**src/rtl/elevator_pkg.sv**
```systemverilog
// elevator_pkg: shared state/direction types and floor-mask helpers for the car scheduler
// Holds no ports; masks are built 32 bits wide and trimmed by the user to NUM_FLOORS.
package elevator_pkg;
  localparam int MAX_FLOORS = 32;
  typedef logic [MAX_FLOORS-1:0] mask_t;
  typedef enum logic [1:0] {IDLE, MOVE, DOOR} state_e;
  typedef enum logic {UP, DOWN} dir_e;
  function automatic mask_t above_mask(input int unsigned f);
    return ~((mask_t'(2) << f) - mask_t'(1));
  endfunction
  function automatic mask_t below_mask(input int unsigned f);
    return (mask_t'(1) << f) - mask_t'(1);
  endfunction
endpackage

```
**src/rtl/elevator_timer.sv**
```systemverilog
// elevator_timer: loadable saturating down-counter shared by the move and door phases
// Ports: clk, rst (sync, active high), load_i strobe, val_i load value, zero_o when count is 0.
module elevator_timer #(
  parameter int W = 5
) (
  input  logic         clk,
  input  logic         rst,
  input  logic         load_i,
  input  logic [W-1:0] val_i,
  output logic         zero_o
);
  logic [W-1:0] count_q, count_d;
  assign zero_o = count_q == '0;
  always_comb count_d = load_i ? val_i : (zero_o ? count_q : count_q - W'(1));
  always_ff @(posedge clk) count_q <= rst ? '0 : count_d;
endmodule

```
**src/rtl/elevator_car_scheduler.sv**
```systemverilog
// elevator_car_scheduler: SCAN floor scheduler sequencing car motion and door dwell
// Ports: clk, rst (sync, active high); REQ per-floor calls; DOOR_ALERT/WEIGHT_ALERT hold the door;
// CURRENT_FLOOR, MOVING_UP, MOVING_DOWN, DOOR_OPEN, PENDING, BUSY are all registered.
module elevator_car_scheduler
  import elevator_pkg::*;
#(
  parameter int NUM_FLOORS  = 8,
  parameter int FLOOR_W     = 3,
  parameter int MOVE_CYCLES = 16,
  parameter int DOOR_CYCLES = 32
) (
  input  logic                  clk,
  input  logic                  rst,
  input  logic [NUM_FLOORS-1:0] REQ,
  input  logic                  DOOR_ALERT,
  input  logic                  WEIGHT_ALERT,
  output logic [FLOOR_W-1:0]    CURRENT_FLOOR,
  output logic                  MOVING_UP,
  output logic                  MOVING_DOWN,
  output logic                  DOOR_OPEN,
  output logic [NUM_FLOORS-1:0] PENDING,
  output logic                  BUSY
);
  localparam int TMAX = MOVE_CYCLES > DOOR_CYCLES ? MOVE_CYCLES : DOOR_CYCLES;
  localparam int TW   = TMAX > 1 ? $clog2(TMAX) : 1;
  state_e                  state_q, state_d;
  dir_e                    dir_q, dir_d;
  logic [FLOOR_W-1:0]      floor_q, floor_d, nxt_floor;
  logic [NUM_FLOORS-1:0]   pend_q, pend_d, pend_seen, here;
  logic                    up_q, up_d, down_q, down_d, door_q, door_d, busy_q, busy_d;
  logic                    at_here, req_here, hit_nxt, t_zero, t_load;
  logic [TW-1:0]           t_val;
  function automatic logic calls_ahead(input logic [NUM_FLOORS-1:0] p, input logic [FLOOR_W-1:0] f,
                                       input dir_e d);
    mask_t m;
    m = (d == UP) ? above_mask(32'(f)) : below_mask(32'(f));
    return |(p & m[NUM_FLOORS-1:0]);
  endfunction
  elevator_timer #(.W(TW)) u_timer (
    .clk   (clk),
    .rst   (rst),
    .load_i(t_load),
    .val_i (t_val),
    .zero_o(t_zero)
  );
  assign here      = NUM_FLOORS'(1) << floor_q;
  // A call landing in the same cycle as a step still counts, hence REQ folded in.
  assign pend_seen = pend_q | REQ;
  assign at_here   = |(pend_q & here);
  assign req_here  = |(REQ & here);
  assign nxt_floor = dir_q == UP ? floor_q + FLOOR_W'(1) : floor_q - FLOOR_W'(1);
  assign hit_nxt   = |(pend_seen & (NUM_FLOORS'(1) << nxt_floor));
  assign pend_d    = pend_seen & ~(state_q == DOOR ? here : '0);
  always_ff @(posedge clk) begin
    if (rst) begin
      state_q <= IDLE;
      dir_q   <= UP;
      floor_q <= '0;
      pend_q  <= '0;
      up_q    <= 1'b0;
      down_q  <= 1'b0;
      door_q  <= 1'b0;
      busy_q  <= 1'b0;
    end else begin
      state_q <= state_d;
      dir_q   <= dir_d;
      floor_q <= floor_d;
      pend_q  <= pend_d;
      up_q    <= up_d;
      down_q  <= down_d;
      door_q  <= door_d;
      busy_q  <= busy_d;
    end
  end
  always_comb begin
    state_d = state_q;
    dir_d   = dir_q;
    floor_d = floor_q;
    unique case (state_q)
      IDLE: begin
        if (at_here) state_d = DOOR;
        else if (calls_ahead(pend_q, floor_q, dir_q)) state_d = MOVE;
        else if (calls_ahead(pend_q, floor_q, dir_q == UP ? DOWN : UP)) begin
          dir_d   = dir_q == UP ? DOWN : UP;
          state_d = MOVE;
        end
      end
      MOVE: begin
        if (t_zero) begin
          floor_d = nxt_floor;
          state_d = hit_nxt ? DOOR : (calls_ahead(pend_seen, nxt_floor, dir_q) ? MOVE : IDLE);
        end
      end
      DOOR: begin
        if (!req_here && t_zero && !(DOOR_ALERT || WEIGHT_ALERT)) state_d = IDLE;
      end
      default: state_d = IDLE;
    endcase
    // Reload on phase entry, on every expiry that stays put, and on a same-floor call at the door.
    t_load = state_d != IDLE && (state_d != state_q || t_zero || (state_q == DOOR && req_here));
    t_val  = state_d == MOVE ? TW'(MOVE_CYCLES - 1) : TW'(DOOR_CYCLES - 1);
  end
  always_comb begin
    up_d   = state_d == MOVE && dir_d == UP;
    down_d = state_d == MOVE && dir_d == DOWN;
    door_d = state_d == DOOR;
    busy_d = state_d != IDLE;
  end
  assign CURRENT_FLOOR = floor_q;
  assign MOVING_UP     = up_q;
  assign MOVING_DOWN   = down_q;
  assign DOOR_OPEN     = door_q;
  assign PENDING       = pend_q;
  assign BUSY          = busy_q;
endmodule

```
**config.mk**
```make
export PLATFORM = sky130hd
export DESIGN_NAME = elevator_car_scheduler
export DESIGN_NICKNAME = d
export VERILOG_FILES = /design/src/rtl/elevator_pkg.sv /design/src/rtl/elevator_timer.sv /design/src/rtl/elevator_car_scheduler.sv
export SDC_FILE = /design/constraint.sdc
export NUM_CORES = 1
export LEC_CHECK = 0
export ABC_AREA = 0
export CORE_UTILIZATION = 45
export DETAILED_ROUTE_END_ITERATION = 7
export PLACE_DENSITY_LB_ADDON = 0.3
export SLEW_MARGIN = 15
export SYNTH_ARGS = -nofsm -noshare
export SYNTH_HDL_FRONTEND = slang
export SYNTH_SLANG_ARGS = --single-unit
```
**constraint.sdc**
```tcl
create_clock -name clk -period 7.5 [get_ports clk]
set_input_delay 1.125 -clock clk [delete_from_list [all_inputs] [get_ports clk]]
set_output_delay 1.125 -clock clk [all_outputs]
set_load 0.01 [all_outputs]
```
# Word level (Yosys, flattened, before mapping)
# Index checks and enable logic that the tools add are counted.
dict set report totals {
  ff_bits 23
  latch_bits 0
  ram_bits 0
  romBits 0
  inputBits 12
  output_inout_bits 15
  elab_cells 82
  mem_count 0
}
dict set report op_classes {
  add_sub_neg 7
  multipliers 0
  n_div 0
  n_lt_le_gt_ge 0
  n_eq_ne 6
  n_shift 6
  muxes 21
  bitwise_logic 12
  n_reduce_logical 21
}
# cell count
set op_table {}
lappend op_table {{AND 8 bit} 7}
lappend op_table {{OR reduction 8 bit} 6}
lappend op_table {{2-to-1 mux 8 bit} 4}
lappend op_table {{<< shifter 1 x 3 -> 8 bit (first input constant)} 4}
lappend op_table {{subtractor 8 x 1 -> 8 bit (second input constant)} 4}
lappend op_table {{NOT 8 bit} 3}
lappend op_table {{<< shifter 2 x 3 -> 8 bit (first input constant)} 2}
lappend op_table {{2-to-1 mux 5 bit} 3}
lappend op_table {{2-to-1 mux 2 bit} 6}
lappend op_table {{OR 8 bit} 1}
lappend op_table {{logical AND 1 bit} 6}
lappend op_table {{2-to-1 mux 1 bit} 6}
lappend op_table {{case mux 2 bit (3 select lines)} 1}
lappend op_table {{zero test 5 bit} 1}
lappend op_table {{subtractor 5 x 1 -> 5 bit (second input constant)} 1}
lappend op_table {{equality test 2 x 1 -> 1 bit (second input constant)} 2}
lappend op_table {{equality test 2 bit (second input constant)} 2}
lappend op_table {{adder 3 x 1 -> 3 bit (second input constant)} 1}
lappend op_table {{logical OR 1 bit} 3}
lappend op_table {{2-to-1 mux 3 bit} 1}
lappend op_table {{subtractor 3 x 1 -> 3 bit (second input constant)} 1}
lappend op_table {{zero test 1 bit} 2}
lappend op_table {{zero test 2 bit} 1}
lappend op_table {{!= test 2 x 1 -> 1 bit (second input constant)} 1}
lappend op_table {{4 further kinds} 4}

# Longest topological paths before layout
dict set report depth {
  ltp_word 17
  mapped_depth 16
  ltp_nobuf 13
}

# Hierarchy
# Synthesis repeated with hierarchy kept, for this count alone.
dict set report hier_totals {
  cells_unflattened 277
  hier_area_um2 2214.6
}
# module instances cells_per_inst area_per_inst_um2 seq_area_each_um2
set modules_own_cells {}
lappend modules_own_cells {elevator_car_scheduler 1 245 1925.6 360.3}
lappend modules_own_cells {elevator_timer 1 32 289.0 100.1}

# Worst setup path before layout
# No wires, ideal clock.
dict set report synth_timing {
  path_type {register to register}
  startpoint {reg floor_q[0] (netlist: CURRENT_FLOOR[0])}
  endpoint {reg u_timer.count_q[2]}
  arrival_ns 3.541
  slack_ns 3.823
  stages_incl_launch_ff 17
  path_buffers 3
  synth_period_minus_slack_ns 3.677
  path_cell_list {dfxtp_1 > buf_4 > buf_6 > inv_1 > fa_1 > xnor2_2 > xnor2_1 > nand2_1 > ha_1 > clkbuf_1 > xnor2_1 > o22ai_1 > a21oi_1 > o32ai_1 > nand4_1 > a2111oi_0 > a211oi_1}
}
dict set report synth_via {
  elab_chain_cells 17
  word_cells_on_any_way 49
  classes_between {6 x add/sub; 2 x eq/ne; 6 x shift; 13 x mux; 8 x bitwise; 14 x reduce/logical}
}
# element line_no
set synth_lines {}
lappend synth_lines {{start: declaration} elevator_car_scheduler.sv:28} ;# logic [FLOOR_W-1:0] floor_q, floor_d, nxt_floor;
lappend synth_lines {{start signal: assignment} elevator_car_scheduler.sv:67} ;# floor_q <= floor_d;
lappend synth_lines {{adder 3 x 1 -> 3 bit / subtractor 3 x 1 -> 3 bit (equally long branches)} elevator_car_scheduler.sv:51} ;# assign nxt_floor = dir_q == UP ? floor_q + FLOOR_W'(1) : floor_q - FLOOR_W'(1);
lappend synth_lines {{2-to-1 mux 3 bit (*)} elevator_car_scheduler.sv:51}
lappend synth_lines {{net nxt_floor[0]} elevator_car_scheduler.sv:28}
lappend synth_lines {{<< shifter 2 x 3 -> 8 bit} elevator_pkg.sv:9} ;# return ~((mask_t'(2) << f) - mask_t'(1));
lappend synth_lines {{subtractor 8 x 1 -> 8 bit} elevator_pkg.sv:9}
lappend synth_lines {{NOT 8 bit} elevator_pkg.sv:9}
lappend synth_lines {{2-to-1 mux 8 bit} elevator_car_scheduler.sv:36} ;# m = (d == UP) ? above_mask(32'(f)) : below_mask(32'(f));
lappend synth_lines {{AND 8 bit} elevator_car_scheduler.sv:37} ;# return |(p & m[NUM_FLOORS-1:0]);
lappend synth_lines {{OR reduction 8 bit} elevator_car_scheduler.sv:37}
lappend synth_lines {{2-to-1 mux 1 bit} elevator_car_scheduler.sv:91} ;# state_d = hit_nxt ? DOOR : (calls_ahead(pend_seen, nxt_floor, dir_q) ? MOVE : IDLE);
lappend synth_lines {{2-to-1 mux 2 bit (*)} elevator_car_scheduler.sv:91}
lappend synth_lines {{2-to-1 mux 2 bit (*)} elevator_car_scheduler.sv:89} ;# if (t_zero) begin
lappend synth_lines {{case mux 2 bit (3 select lines) (*)} elevator_car_scheduler.sv:79} ;# unique case (state_q)
lappend synth_lines {{!= test 2 bit} elevator_car_scheduler.sv:100} ;# t_load = state_d != IDLE && (state_d != state_q || t_zero || (state_q == DOOR && req_here));
lappend synth_lines {{logical OR 1 bit (2 in a row)} elevator_car_scheduler.sv:100}
lappend synth_lines {{logical AND 1 bit (*)} elevator_car_scheduler.sv:100}
lappend synth_lines {{!= test 2 x 1 -> 1 bit (no line) / 2-to-1 mux 5 bit (equally long branches)} n/a}
lappend synth_lines {{end signal: assignment} elevator_timer.sv:15} ;# always_ff @(posedge clk) count_q <= rst ? '0 : count_d;
lappend synth_lines {{end: declaration} elevator_timer.sv:12} ;# logic [W-1:0] count_q, count_d;
# Mark *: on every way through the listed nets, which the timed path passes. The rest lies on a longest branch.
# A chain may end at the register's enable or synchronous reset.

# Worst setup path in the final report
dict set report layout_timing {
  startpoint {reg floor_q[1] (netlist: CURRENT_FLOOR[1])}
  endpoint {reg u_timer.count_q[2]}
}
dict set report layout_via {
  elab_chain_cells 17
  word_cells_on_any_way 49
  classes_between {6 x add/sub; 2 x eq/ne; 6 x shift; 13 x mux; 8 x bitwise; 14 x reduce/logical}
}
# element line_no
set layout_lines {}
lappend layout_lines {{adder 3 x 1 -> 3 bit / subtractor 3 x 1 -> 3 bit (equally long branches)} elevator_car_scheduler.sv:51}
lappend layout_lines {{2-to-1 mux 3 bit} elevator_car_scheduler.sv:51}
lappend layout_lines {{<< shifter 2 x 3 -> 8 bit} elevator_pkg.sv:9}
lappend layout_lines {{subtractor 8 x 1 -> 8 bit} elevator_pkg.sv:9}
lappend layout_lines {{NOT 8 bit} elevator_pkg.sv:9}
lappend layout_lines {{2-to-1 mux 8 bit} elevator_car_scheduler.sv:36}
lappend layout_lines {{AND 8 bit} elevator_car_scheduler.sv:37}
lappend layout_lines {{OR reduction 8 bit} elevator_car_scheduler.sv:37}
lappend layout_lines {{2-to-1 mux 1 bit} elevator_car_scheduler.sv:91}
lappend layout_lines {{2-to-1 mux 2 bit} elevator_car_scheduler.sv:91}
lappend layout_lines {{2-to-1 mux 2 bit} elevator_car_scheduler.sv:89}
lappend layout_lines {{case mux 2 bit (3 select lines)} elevator_car_scheduler.sv:79}
lappend layout_lines {{!= test 2 bit} elevator_car_scheduler.sv:100}
lappend layout_lines {{logical OR 1 bit (2 in a row)} elevator_car_scheduler.sv:100}
lappend layout_lines {{logical AND 1 bit (*)} elevator_car_scheduler.sv:100}
lappend layout_lines {{!= test 2 x 1 -> 1 bit (no line) / 2-to-1 mux 5 bit (equally long branches)} n/a}
# Mark *: on every way between the ends. The rest lies on a longest branch, timed or not.

==> flow_metrics.env <==
export IMPL_outcome="completed"
export IMPL_yosysTopAreaCellShare_pct=20.6
export IMPL_fin_hold_ws_ns=0.569
export IMPL_syn_nets=304
export IMPL_grt_pass1_vias=2058
export IMPL_routed_wl_mm=6.22
export IMPL_dp_cells=357
export IMPL_antenna_found_initial=0
export IMPL_start_util_pct=47.0
export IMPL_synth_edf_count=0
export IMPL_relSlewSlack_pct=38.5
export IMPL_dpl_cell_area_um2=2480
export IMPL_finalCritPeriodShare_pct=60.1
export IMPL_h_tree_depth=1
export IMPL_ys_seq_area_share_pct=20.6
export IMPL_ioPinCount=27
export IMPL_wire_per_inst_um=17.2
export IMPL_n_antenna_cell=0
export IMPL_grt_overflow=0
export IMPL_post_cts_resized=0
export IMPL_num_rows=25
export IMPL_grt_pass1_wl_mm=10.2
export IMPL_finalMaxSlewViolations=0
export IMPL_cp_max_fo=23
export IMPL_portBuffers=26
export IMPL_layout_common_cells="nor2_1 (30), clkdlybuf4s50_1 (26), dfxtp_1 (23)"
export IMPL_num_vias=2294
export IMPL_finalWorstSetupSlack_ns=2.99
export IMPL_final_cells=361
export IMPL_dpl_worst_slack_ns=3.07
export IMPL_nets=316
export IMPL_cp_data_required_time_ns=7.62
export IMPL_synthFlopType="dfxtp_1"
export IMPL_syn_to_final_growth_pct=12.9
export IMPL_drive_gt1_share_pct=8.16
export IMPL_dp_hpwl_mm=4.50
export IMPL_cts_root_buffer="clkbuf_8"
export IMPL_cap_violations=0
export IMPL_ys_async_sr_fraction_pct=0
export IMPL_hold_violations=0
export IMPL_rsz0062_at_grt="false"
export IMPL_setup_viol=0
export IMPL_holdCritPathClass="reg -> reg"
export IMPL_ant_nets=0
export IMPL_numCtsBuffers=3
export IMPL_end_kind="flip-flop"
export IMPL_period_needed_ns=4.51
export IMPL_ys_ff_latch=23
export IMPL_criticalPathCategory="reg -> reg"
export IMPL_avgViaCountPerCell=6.35
export IMPL_core_area_um2=4750
export IMPL_grt_max_degree=28
export IMPL_yosys_warnings=0
export IMPL_synth_area_per_cell_um2=7.90
export IMPL_die_w_um=72.5
export IMPL_final_setup_tns_ns=0
export IMPL_skew_ns=0.00287
export IMPL_netlist_area_um2=2240
export IMPL_drt_initial_drc_count=152
export IMPL_r2r_slack_ns=2.99
export IMPL_critPathArrivalTime_ns=4.63
export IMPL_yosysUniqueCellTypes=67
export IMPL_ir_worst_vdd_mv=0.131
export IMPL_start_kind="flip-flop"
export IMPL_fin_area_um2=2520
export IMPL_gp_congestion=0.937
export IMPL_leakagePower_nw=0.872
export IMPL_post_cts_buffers=0
export IMPL_die_area_um2=5250
export IMPL_cts_tree="done"
export IMPL_cts_hold_buf=0
export IMPL_cts_sinks=23
export IMPL_cts_buffer_depth=2
export IMPL_path_clk_slew_ns=0.09
export IMPL_syn_inst=283
export IMPL_die_y_um=72.5
export IMPL_grt_use_total_pct=24.6
export IMPL_worst_pin_slew_ns=0.920
export IMPL_worstSkewPairLatency_ns=0.27
export IMPL_p_per_area_nw_per_um2=316
export IMPL_ys_top_cells_by_area="dfxtp_1 (21%), nor2_1 (5.0%), ha_1 (4.5%)"
export IMPL_max_freq_mhz=222
export IMPL_layout_commonest_cell="nor2_1"
export IMPL_synth_top_area_cell="dfxtp_1"
export IMPL_drc=0
export IMPL_drtPass1Iterations=5
-- stage by stage --
step	util (%)	total power, mW
detailed placement	52.1	0.710
global route	53.1	0.854
global placement	52.1	0.705
finish	53.1	0.798
CTS	53.1	0.791
floorplan	-	0.594
-- sequential cells by signal (all words and copies together) (netlist names) --
register,flops
dir_q,1
PENDING,8
u_timer.count_q,5
MOVING_DOWN,1
DOOR_OPEN,1
state_q,2
CURRENT_FLOOR,3
MOVING_UP,1
BUSY,1
-- where the power goes --
| part | total [mW] | internal (mW) | switching (mW) |
|---|---|---|---|
| clock | 0.0795 | 0.0372 | 0.0423 |
| combinational | 0.523 | 0.221 | 0.302 |
| sequential | 0.196 | 0.154 | 0.0410 |
-- routing by layer --
metal,global-route usage (%),share of wire (%)
met2,38.4,46
met4,10.0,2.6
met1,34.4,46
met3,2.64,5.7
met5,0,0
-- cell usage after synthesis, drive strengths merged (4+ instances only) --
master	count
nor2	31
dfxtp	23
a21oi	17
o21ai	17
inv	15
a211oi	12
nand2	12
buf	11
clkbuf	10
xnor2	9
ha	8
nor3	8
mux2i	7
nor2b	7
o22ai	6
a2111oi	5
nand2b	5
a211o	4
nand3	4
nand3b	4
nor4	4
-- worst paths after layout --
| check | depth (start not counted) | endpoint | start |
|---|---|---|---|
| max | 13 | u_timer.count_q[2] | CURRENT_FLOOR[1] |
| min | 2 | u_timer.count_q[4] | u_timer.count_q[4] |
| max reg2reg | 13 | u_timer.count_q[2] | CURRENT_FLOOR[1] |
| min reg2reg | 2 | u_timer.count_q[4] | u_timer.count_q[4] |
-- cells by family (layout without fill, tap and decap cells) --
group / Yosys count / count (layout) / share of synthesized area, %
XOR/XNOR: 12 / 12 / 5.37
adder cells (fa/ha/maj): 9 / 9 / 5.37
AND/OR/NAND/NOR: 90 / 90 / 22.5
multiplexers: 10 / 10 / 5.65
buffers and inverters: 36 / 47 / 7.72
AO/OA/AOI/OAI: 103 / 103 / 32.8
flip-flops: 23 / 23 / 20.6
-- area by class of cell --
class / count / area [um2]
Inverter: 15 / 56.3
Multi-Input combinational cell: 224 / 1600
Tap cell: 67 / 83.8
Fill cell: 463 / 2230
Sequential cell: 23 / 460
Clock buffer: 3 / 41.3
Timing Repair Buffer: 28 / 275
Clock inverter: 1 / 5.00
-- worst max-delay path, stage by stage, from the launching register on --
cell       delay (ns)
dfxtp_1          0.85
inv_1            0.33
fa_1             0.56
xnor2_2          0.32
xnor2_1          0.24
nand2_1          0.10
ha_1             0.34
o22ai_1          0.30
o21ai_0          0.14
a211o_1          0.32
a21oi_1          0.14
nand4_1          0.19
a2111oi_0        0.44
a211oi_1         0.09
No activity file was read; power rests on OpenSTA's default activity.
